## src/rtl/conv_og_batch_sequencer.sv

```systemverilog
// Batch sequencer driving conv_top through every output group (OG):
// weights, go, pixel replay, drain, zero flush, reset hold, settle.
module conv_og_batch_sequencer #(
   parameter int WT_DEPTH      = 4096,
   parameter int WT_ADDR_WIDTH = $clog2(WT_DEPTH),
   parameter int MAX_OG_BITS   = 8,
   parameter int RST_HOLD      = 5,
   parameter int SETTLE        = 2,
   parameter int FLUSH_EXTRA   = 4,
   parameter int DONE_TIMEOUT  = 65536
) (
   input  logic                     clk,
   input  logic                     rst,
   input  logic                     start,
   input  logic [MAX_OG_BITS-1:0]   cfg_co_groups,
   input  logic [9:0]               cfg_ci_groups,
   input  logic [15:0]              cfg_padded_w,
   input  logic [15:0]              cfg_padded_h,
   input  logic                     cfg_wt_resident,
   input  logic [15:0]              cfg_expected_beats,
   output logic                     wt_load_req,
   output logic [MAX_OG_BITS-1:0]   wt_load_og,
   input  logic                     wt_load_done,
   input  logic [63:0]              src_pixel,
   input  logic                     src_valid,
   output logic                     src_ready,
   output logic [63:0]              pixel_out,
   output logic                     pixel_out_valid,
   output logic                     pixel_out_last,
   output logic                     conv_go,
   output logic                     conv_rst,
   input  logic                     conv_done,
   input  logic                     conv_data_valid,
   output logic [MAX_OG_BITS-1:0]   cfg_output_group,
   output logic [WT_ADDR_WIDTH-1:0] cfg_wt_base_addr,
   output logic                     busy,
   output logic                     batch_done,
   output logic                     err_beats,
   output logic                     err_timeout,
   output logic                     err_cfg,
   output logic [MAX_OG_BITS-1:0]   err_og
);

   localparam logic [31:0] DEPTH_W = WT_DEPTH;
   localparam logic [31:0] HOLD_W  = RST_HOLD;
   localparam logic [31:0] SETL_W  = SETTLE;
   localparam logic [31:0] EXTRA_W = FLUSH_EXTRA;
   localparam logic [31:0] TMO_W   = DONE_TIMEOUT;

   typedef enum logic [3:0] {
      S_IDLE, S_SETUP, S_WT_REQ, S_GO, S_STREAM,
      S_DRAIN, S_FLUSH, S_RST, S_SETTLE, S_NEXT
   } state_t;

   state_t                 state;
   logic [MAX_OG_BITS-1:0] og, co;
   logic [9:0]             ci;
   logic [15:0]            pw, ph, exp_beats;
   logic                   resident, done_seen;
   logic [31:0]            npix, nflush, wpog, cnt, beats;

   logic        conv_win, done_now, cfg_bad, beats_bad;
   logic [31:0] beats_nxt, wt_need;

   assign conv_win  = (state == S_GO) || (state == S_STREAM) ||
                      (state == S_DRAIN);
   assign beats_nxt = beats + {31'd0, conv_win && conv_data_valid};
   assign beats_bad = beats_nxt != {16'd0, exp_beats};
   assign done_now  = done_seen || conv_done;
   assign wt_need   = 32'(co) * wpog;
   assign cfg_bad   = (co == '0) || (ci == '0) ||
                      (pw < 16'd3) || (ph < 16'd3) ||
                      (resident && (wt_need > DEPTH_W));

   assign wt_load_req      = (state == S_WT_REQ) && !resident;
   assign wt_load_og       = og;
   assign src_ready        = state == S_STREAM;
   assign conv_go          = state == S_GO;
   assign conv_rst         = state == S_RST;
   assign busy             = state != S_IDLE;
   assign cfg_output_group = og;

   always_ff @(posedge clk) begin
      if (rst) begin
         state            <= S_IDLE;
         og               <= '0;
         co               <= '0;
         ci               <= '0;
         pw               <= '0;
         ph               <= '0;
         exp_beats        <= '0;
         resident         <= 1'b0;
         done_seen        <= 1'b0;
         npix             <= '0;
         nflush           <= '0;
         wpog             <= '0;
         cnt              <= '0;
         beats            <= '0;
         pixel_out        <= '0;
         pixel_out_valid  <= 1'b0;
         pixel_out_last   <= 1'b0;
         cfg_wt_base_addr <= '0;
         batch_done       <= 1'b0;
         err_beats        <= 1'b0;
         err_timeout      <= 1'b0;
         err_cfg          <= 1'b0;
         err_og           <= '0;
      end else begin
         pixel_out       <= '0;
         pixel_out_valid <= 1'b0;
         pixel_out_last  <= 1'b0;
         batch_done      <= 1'b0;
         if (conv_win) begin
            beats <= beats_nxt;
            if (conv_done) done_seen <= 1'b1;
         end
         unique case (state)
            S_IDLE: if (start) begin
               co          <= cfg_co_groups;
               ci          <= cfg_ci_groups;
               pw          <= cfg_padded_w;
               ph          <= cfg_padded_h;
               resident    <= cfg_wt_resident;
               exp_beats   <= cfg_expected_beats;
               npix        <= 32'(cfg_padded_w) * 32'(cfg_padded_h) *
                              32'(cfg_ci_groups);
               nflush      <= 32'd2 * 32'(cfg_padded_w) *
                              32'(cfg_ci_groups) + EXTRA_W;
               wpog        <= 32'(cfg_ci_groups) * 32'd64;
               og          <= '0;
               cnt         <= '0;
               beats       <= '0;
               done_seen   <= 1'b0;
               err_beats   <= 1'b0;
               err_timeout <= 1'b0;
               err_cfg     <= 1'b0;
               err_og      <= '0;
               state       <= S_SETUP;
            end
            S_SETUP: begin
               cfg_wt_base_addr <= '0;
               if (cfg_bad) begin
                  err_cfg    <= 1'b1;
                  err_og     <= og;
                  batch_done <= 1'b1;
                  state      <= S_IDLE;
               end else begin
                  state <= S_WT_REQ;
               end
            end
            S_WT_REQ: if (resident || wt_load_done) state <= S_GO;
            S_GO: begin
               cnt   <= '0;
               state <= S_STREAM;
            end
            S_STREAM: if (src_valid) begin
               pixel_out       <= src_pixel;
               pixel_out_valid <= 1'b1;
               pixel_out_last  <= (cnt + 1 == npix);
               if (cnt + 1 == npix) begin
                  cnt   <= '0;
                  state <= S_DRAIN;
               end else begin
                  cnt <= cnt + 1;
               end
            end
            S_DRAIN: begin
               if (done_now || (cnt == TMO_W - 1)) begin
                  if (!done_now) err_timeout <= 1'b1;
                  if (beats_bad) err_beats <= 1'b1;
                  // err_og keeps the OG of the earliest failure only
                  if (!(err_beats || err_timeout || err_cfg) &&
                      (!done_now || beats_bad))
                     err_og <= og;
                  cnt   <= '0;
                  state <= S_FLUSH;
               end else begin
                  cnt <= cnt + 1;
               end
            end
            S_FLUSH: begin
               pixel_out_valid <= 1'b1;
               if (cnt == nflush - 1) begin
                  cnt   <= '0;
                  state <= S_RST;
               end else begin
                  cnt <= cnt + 1;
               end
            end
            S_RST: begin
               if (cnt == HOLD_W - 1) begin
                  cnt   <= '0;
                  state <= S_SETTLE;
               end else begin
                  cnt <= cnt + 1;
               end
            end
            S_SETTLE: begin
               if (cnt == SETL_W - 1) begin
                  cnt   <= '0;
                  state <= S_NEXT;
               end else begin
                  cnt <= cnt + 1;
               end
            end
            S_NEXT: begin
               beats     <= '0;
               done_seen <= 1'b0;
               if (og == co - 1'b1) begin
                  batch_done <= 1'b1;
                  state      <= S_IDLE;
               end else begin
                  og <= og + 1'b1;
                  cfg_wt_base_addr <= resident ?
                     cfg_wt_base_addr + wpog[WT_ADDR_WIDTH-1:0] : '0;
                  state <= S_WT_REQ;
               end
            end
            default: state <= S_IDLE;
         endcase
      end
   end

endmodule

```

## config.mk

```make
export PLATFORM = sky130hd
export DESIGN_NAME = conv_og_batch_sequencer
export DESIGN_NICKNAME = d
export VERILOG_FILES = /design/src/rtl/conv_og_batch_sequencer.sv
export SDC_FILE = /design/constraint.sdc
export NUM_CORES = 2
export LEC_CHECK = 0
export ABC_AREA = 1
export CORE_MARGIN = 2
export CORE_UTILIZATION = 60
export DETAILED_ROUTE_END_ITERATION = 10
export GPL_ROUTABILITY_DRIVEN = 0
export GPL_TIMING_DRIVEN = 0
export MAX_ROUTING_LAYER = met4
export PLACE_DENSITY = 0.81
export SLEW_MARGIN = 10
export SYNTH_ARGS = -nofsm -noshare
export SYNTH_HDL_FRONTEND = slang
export SYNTH_SLANG_ARGS = --single-unit
```

## constraint.sdc

```tcl
create_clock -name clk -period 13.5 [get_ports clk]
set_input_delay 1.35 -clock clk [delete_from_list [all_inputs] [get_ports clk]]
set_output_delay 1.35 -clock clk [all_outputs]
set_load 0.02 [all_outputs]
```

**Word level (Yosys, flattened, before mapping)**

Index checks and enable logic that the tools add are counted.

- Register bits after elaboration: 298
- Logic and storage cells: 156

- Equality and inequality tests: 29
- Bitwise gates (word level): 2
- Multipliers: 4
- Mux-type cells: 50
- $add $sub $neg: 7
- Reductions and logical operators: 39
- Order comparisons: 3

Operators by type and width:

| cell | number |
|---|---|
| $mux W32 | 9 |
| $pmux W32 S7 | 1 |
| $eq A32 B32 Y1 | 2 |
| $pmux W32 S2 | 1 |
| $mux W8 | 5 |
| $pmux W4 S10 | 1 |
| $add A32 B1 Y32 | 1 |
| $add A32 B1 Y32 const B | 1 |
| $eq A32 B1 Y1 const B | 1 |
| $eq A32 B16 Y1 const B | 1 |
| $eq A32 B3 Y1 const B | 1 |
| $lt A16 B2 Y1 const B | 2 |
| $mul A16 B16 Y32 | 1 |
| $mul A32 B10 Y32 | 1 |
| $mux W4 | 8 |
| $ne A32 B16 Y1 | 1 |
| $sub A32 B1 Y32 const B | 1 |
| $add A27 B3 Y28 const B | 1 |
| $mul A16 B10 Y26 | 1 |
| $gt A24 B13 Y1 const B | 1 |
| $mux W12 | 2 |
| $pmux W12 S2 | 1 |
| $pmux W8 S3 | 1 |
| $mul A8 B10 Y18 | 1 |
| 31 further kinds | 88 |

**Longest topological paths before layout**

- Depth in word-level cells: 11
- Mapped depth: 49
- Depth with buffers taken out: 47

**Worst setup path after synthesis**

No wires, ideal clock.

- Kind: input to register
- Start: input port cfg_padded_w[10]
- End: register npix[28]
- Library setup time: 0.058 ns
- Slack: 2.966 ns
- Stages on the path: 38
- Arrival: 10.476 ns
- Data required time: 13.442 ns
- Buffers on the path: 2
- Path through: clkbuf_1 -> clkbuf_1 -> nand2_1 -> fa_1 -> fa_1 -> fa_1 -> fa_1 -> inv_1 -> fa_1 -> inv_1 -> fa_1 -> inv_1 -> ha_1 -> nand2_1 -> inv_1 -> nand3_1 -> o21ai_0 -> a21oi_1 -> (+2 left out) -> inv_1 -> nor2_1 -> fa_1 -> fa_1 -> fa_1 -> fa_1 -> inv_1 -> fa_1 -> inv_1 -> ha_1 -> a21oi_1 -> o21ai_0 -> a211oi_1 -> o211ai_1 -> and2_1 -> o21ai_0 -> o211ai_1 -> inv_1

- Longest elaborated chain between the ends: 2

RTL lines:

| item | line | RTL |
|---|---|---|
| start: declaration | 17 | `input logic [15:0] cfg_padded_w,` |
| $mul A16 B16 Y32 | 125 | `npix <= 32'(cfg_padded_w) * 32'(cfg_padded_h) *` |
| $mul A32 B10 Y32 | 125 |  |
| end signal: assignment | 125 |  |
| end: declaration | 60 | `logic [31:0] npix, nflush, wpog, cnt, beats;` |

Every way passes these cells.
A chain may end at the register's enable or synchronous reset.

**Worst setup path in the final report**

- Start: input port cfg_padded_w[11]
- End: register npix[28]

The elaborated chain is that of the path after synthesis.

==> qor.txt <==
CTS tree: yes
Initial Utilization: 0.604
CP Launch Type: input port
Crit Path Class: input port to flop
Critical path required time: 14.03 ns
Final hold violation count: 0
CP delay by family, top: adder cells
Remaining DRCs: 0
Slowest cell on crit path: clkbuf_1
Max-slew violations: 0
WL per Instance: 17.4 um
Root buffer cell: clkbuf_16
Pin count of the biggest net entering global routing: 16
Worst-Skew Late Latency: 0.59 ns
Register area share after synthesis: 0.145
Reg area: 5750 um2
Worst slew margin: 0.209
CP arrival: 12.85 ns
Max incr delay on CP: 0.76 ns
I/O Pins: 249
CP dominant cell by count: fa_1
Overflow after GRT: 0
Max Freq: 81.2 MHz
Post-Synthesis Cells: 5505
Worst slew pin tran: 1.19 ns
Yosys warns: 0
DRT Wirelength: 116000 um
Postcts setup bufs: 0
Hold Path Class: flop to flop
Unrepaired setup endpoints after global routing: false
Syn_area_per_cell: 7.21 um2
Nets: 6698
Vias: 36.3k
Endpoints failing setup: 0
Area grow syn2layout: 10.4%
Total of max-cap violations: 0
Area of the multi-input gates: 27900 um2
Clock Tree Buf Depth: 3
Port buffer count: 204
DR pass1 iterations: 8
Crit path capture type: flop
H-tree levels: 1
Number of flops mapped to enable cells by yosys: 0
Global-route wire length before repair: 186000 um
DRT antenna net count: 0
Outcome: finished, final reports clean
GRT Util Overall: 0.355
Core area: 65600 um2
CP bufs+invs: 9
Die area: 68200 um2
Top_reg_cell synth: dfxtp_1
Initial antenna violation count: 2
Layout cells sized above 1: 0.0290
TritonCTS buffer count: 29
Post-CTS resize count: 0
Post-route clock period utilization: 0.912
Post-synthesis register bit count: 287
Initial DRC Count: 3533
Vias in the first global route: 36.0k
Final min period: 12.32 ns
Die span in x: 261 um
Clk sinks: 287
Die height: 261 um
Vias per cell: 5.47
# fillers: 5647
Async SR Flop Fraction: 0
Worst-path clk slew: 0.06 ns
Worst Clk Skew: 0.0166 ns
Worst-path fanout max: 10
Yosys cell types: 70
Cts hold-fix bufs: 0
Syn Std Cell Area: 39700 um2
Dpl hpwl: 93900 um
Setup_tns: 0 ns
Cell Rows: 94
-- sequential cells by signal, indices dropped and copies added, names as in the netlist, 4 cells and up --
| register | cells |
|---|---|
| beats | 32 |
| cfg_output_group | 8 |
| ph | 16 |
| pw | 16 |
| pixel_out | 64 |
| nflush | 27 |
| err_og | 8 |
| npix | 32 |
| ci | 10 |
| cfg_wt_base_addr | 6 |
| state | 4 |
| cnt | 32 |
| co | 8 |
| exp_beats | 16 |
-- layer usage --
layer	vias to the layer above	GRT usage	wire length (um)
met1	17000	0.434	43700
met4	0	0.174	6500
met5	-	-	0
met3	443	0.0754	12600
met2	1995	0.559	52700
li1	16900	-	-
-- worst register-to-register path: stages (launching register included) --
cell	delay (ns)
dfxtp_1	0.44
clkbuf_1	0.45
nand2_1	0.15
fa_1	0.52
fa_1	0.55
inv_1	0.06
fa_1	0.52
fa_1	0.51
ha_1	0.36
inv_1	0.08
nor3_1	0.32
nand2_1	0.09
nand3_1	0.13
a21oi_1	0.08
o21ai_0	0.19
xnor2_1	0.14
o21ai_0	0.13
nor2_1	0.11
nand4_1	0.09
nand3_1	0.15
nand2_1	0.23
nor2_1	0.24
nor2_4	0.11
buf_6	0.16
nand2_1	0.05
nand2_1	0.04
nor2_1	0.10
-- stage by stage --
stage | cell area [um2] | hold WS [ns] | setup slack, ns | utilization | cells
floorplan | 39700 | 0.420 | 2.97 | - | 5510
global placement | 42800 | 0.434 | 0.993 | 0.652 | 6578
detailed placement | 42800 | 0.435 | 0.957 | 0.652 | 6578
CTS | 43800 | 0.453 | 1.51 | 0.667 | 6630
global route | 43800 | 0.477 | 0.755 | 0.667 | 6632
finish | 43800 | 0.460 | 1.18 | 0.667 | 6633
-- cell families (layout without fill, tap and decap cells) --
group | after synthesis | in the layout | synth area share
flops | 287 | 287 | 0.145
buf+inv | 1546 | 1802 | 0.152
xor+xnor | 216 | 216 | 0.0481
compound gates | 532 | 532 | 0.0725
fa+ha+maj | 815 | 815 | 0.361
other cells | 1 | 9 | 0.0000945
simple gates | 2108 | 2108 | 0.221
-- final timing paths --
| kind | start | to | slack (ns) | cells after the start |
|---|---|---|---|---|
| worst max register to register | ci[1] | err_og[6] | 7.44 | 26 |
| worst min-delay path | ph[15] | ph[15] | 0.46 | 2 |
| worst max-delay path | cfg_padded_w[11] | npix[28] | 1.18 | 38 |
| worst min register to register | ph[15] | ph[15] | 0.46 | 2 |
-- synthesized netlist by cell type, types with 28 or more instances --
library cell  count  share of area
inv_1          1292           0.12
nand2_1        1291           0.12
fa_1            551           0.28
nor2_1          445          0.042
dfxtp_1         287           0.14
a21oi_1         274          0.035
ha_1            264          0.083
clkbuf_1        185          0.018
o21ai_0         169          0.021
xor2_1          153          0.034
nand3_1         144          0.018
nand4_1          61         0.0096
xnor2_1          61          0.013
nor3_1           56         0.0071
nor4_1           28         0.0044
-- cells in the final DEF (no fill, tap or decap), types with 9 or more instances in the layout --
cell type,netlist,final
inv_1,1292,1292
nand2_1,1291,1291
fa_1,551,551
nor2_1,445,445
dfxtp_1,287,287
a21oi_1,274,274
ha_1,264,264
clkdlybuf4s50_1,0,204
clkbuf_1,185,191
o21ai_0,169,169
xor2_1,153,153
nand3_1,144,144
nand4_1,61,61
xnor2_1,61,61
nor3_1,56,56
clkbuf_16,0,29
nor4_1,28,28
clkbuf_8,10,16
nor2_2,15,15
buf_1,14,14
buf_4,14,14
o21bai_1,13,13
or2_2,12,12
inv_2,12,12
a21o_1,9,9
o21ai_1,9,9
o22ai_1,9,9
-- layout make-up --
type	count	area share
inverter	1308	0.112
timing repair buffer	204	0.0466
buffer	238	0.0255
multi-input combinational	3677	0.638
antenna	3	0.000171
clock inverter	11	0.00303
sequential	287	0.131
clock buffer	41	0.0190
tap	864	0.0247
Power is left out: the tool's default activity adds up to more than one toggle a clock period on the data nets, which glitch-free logic cannot reach.
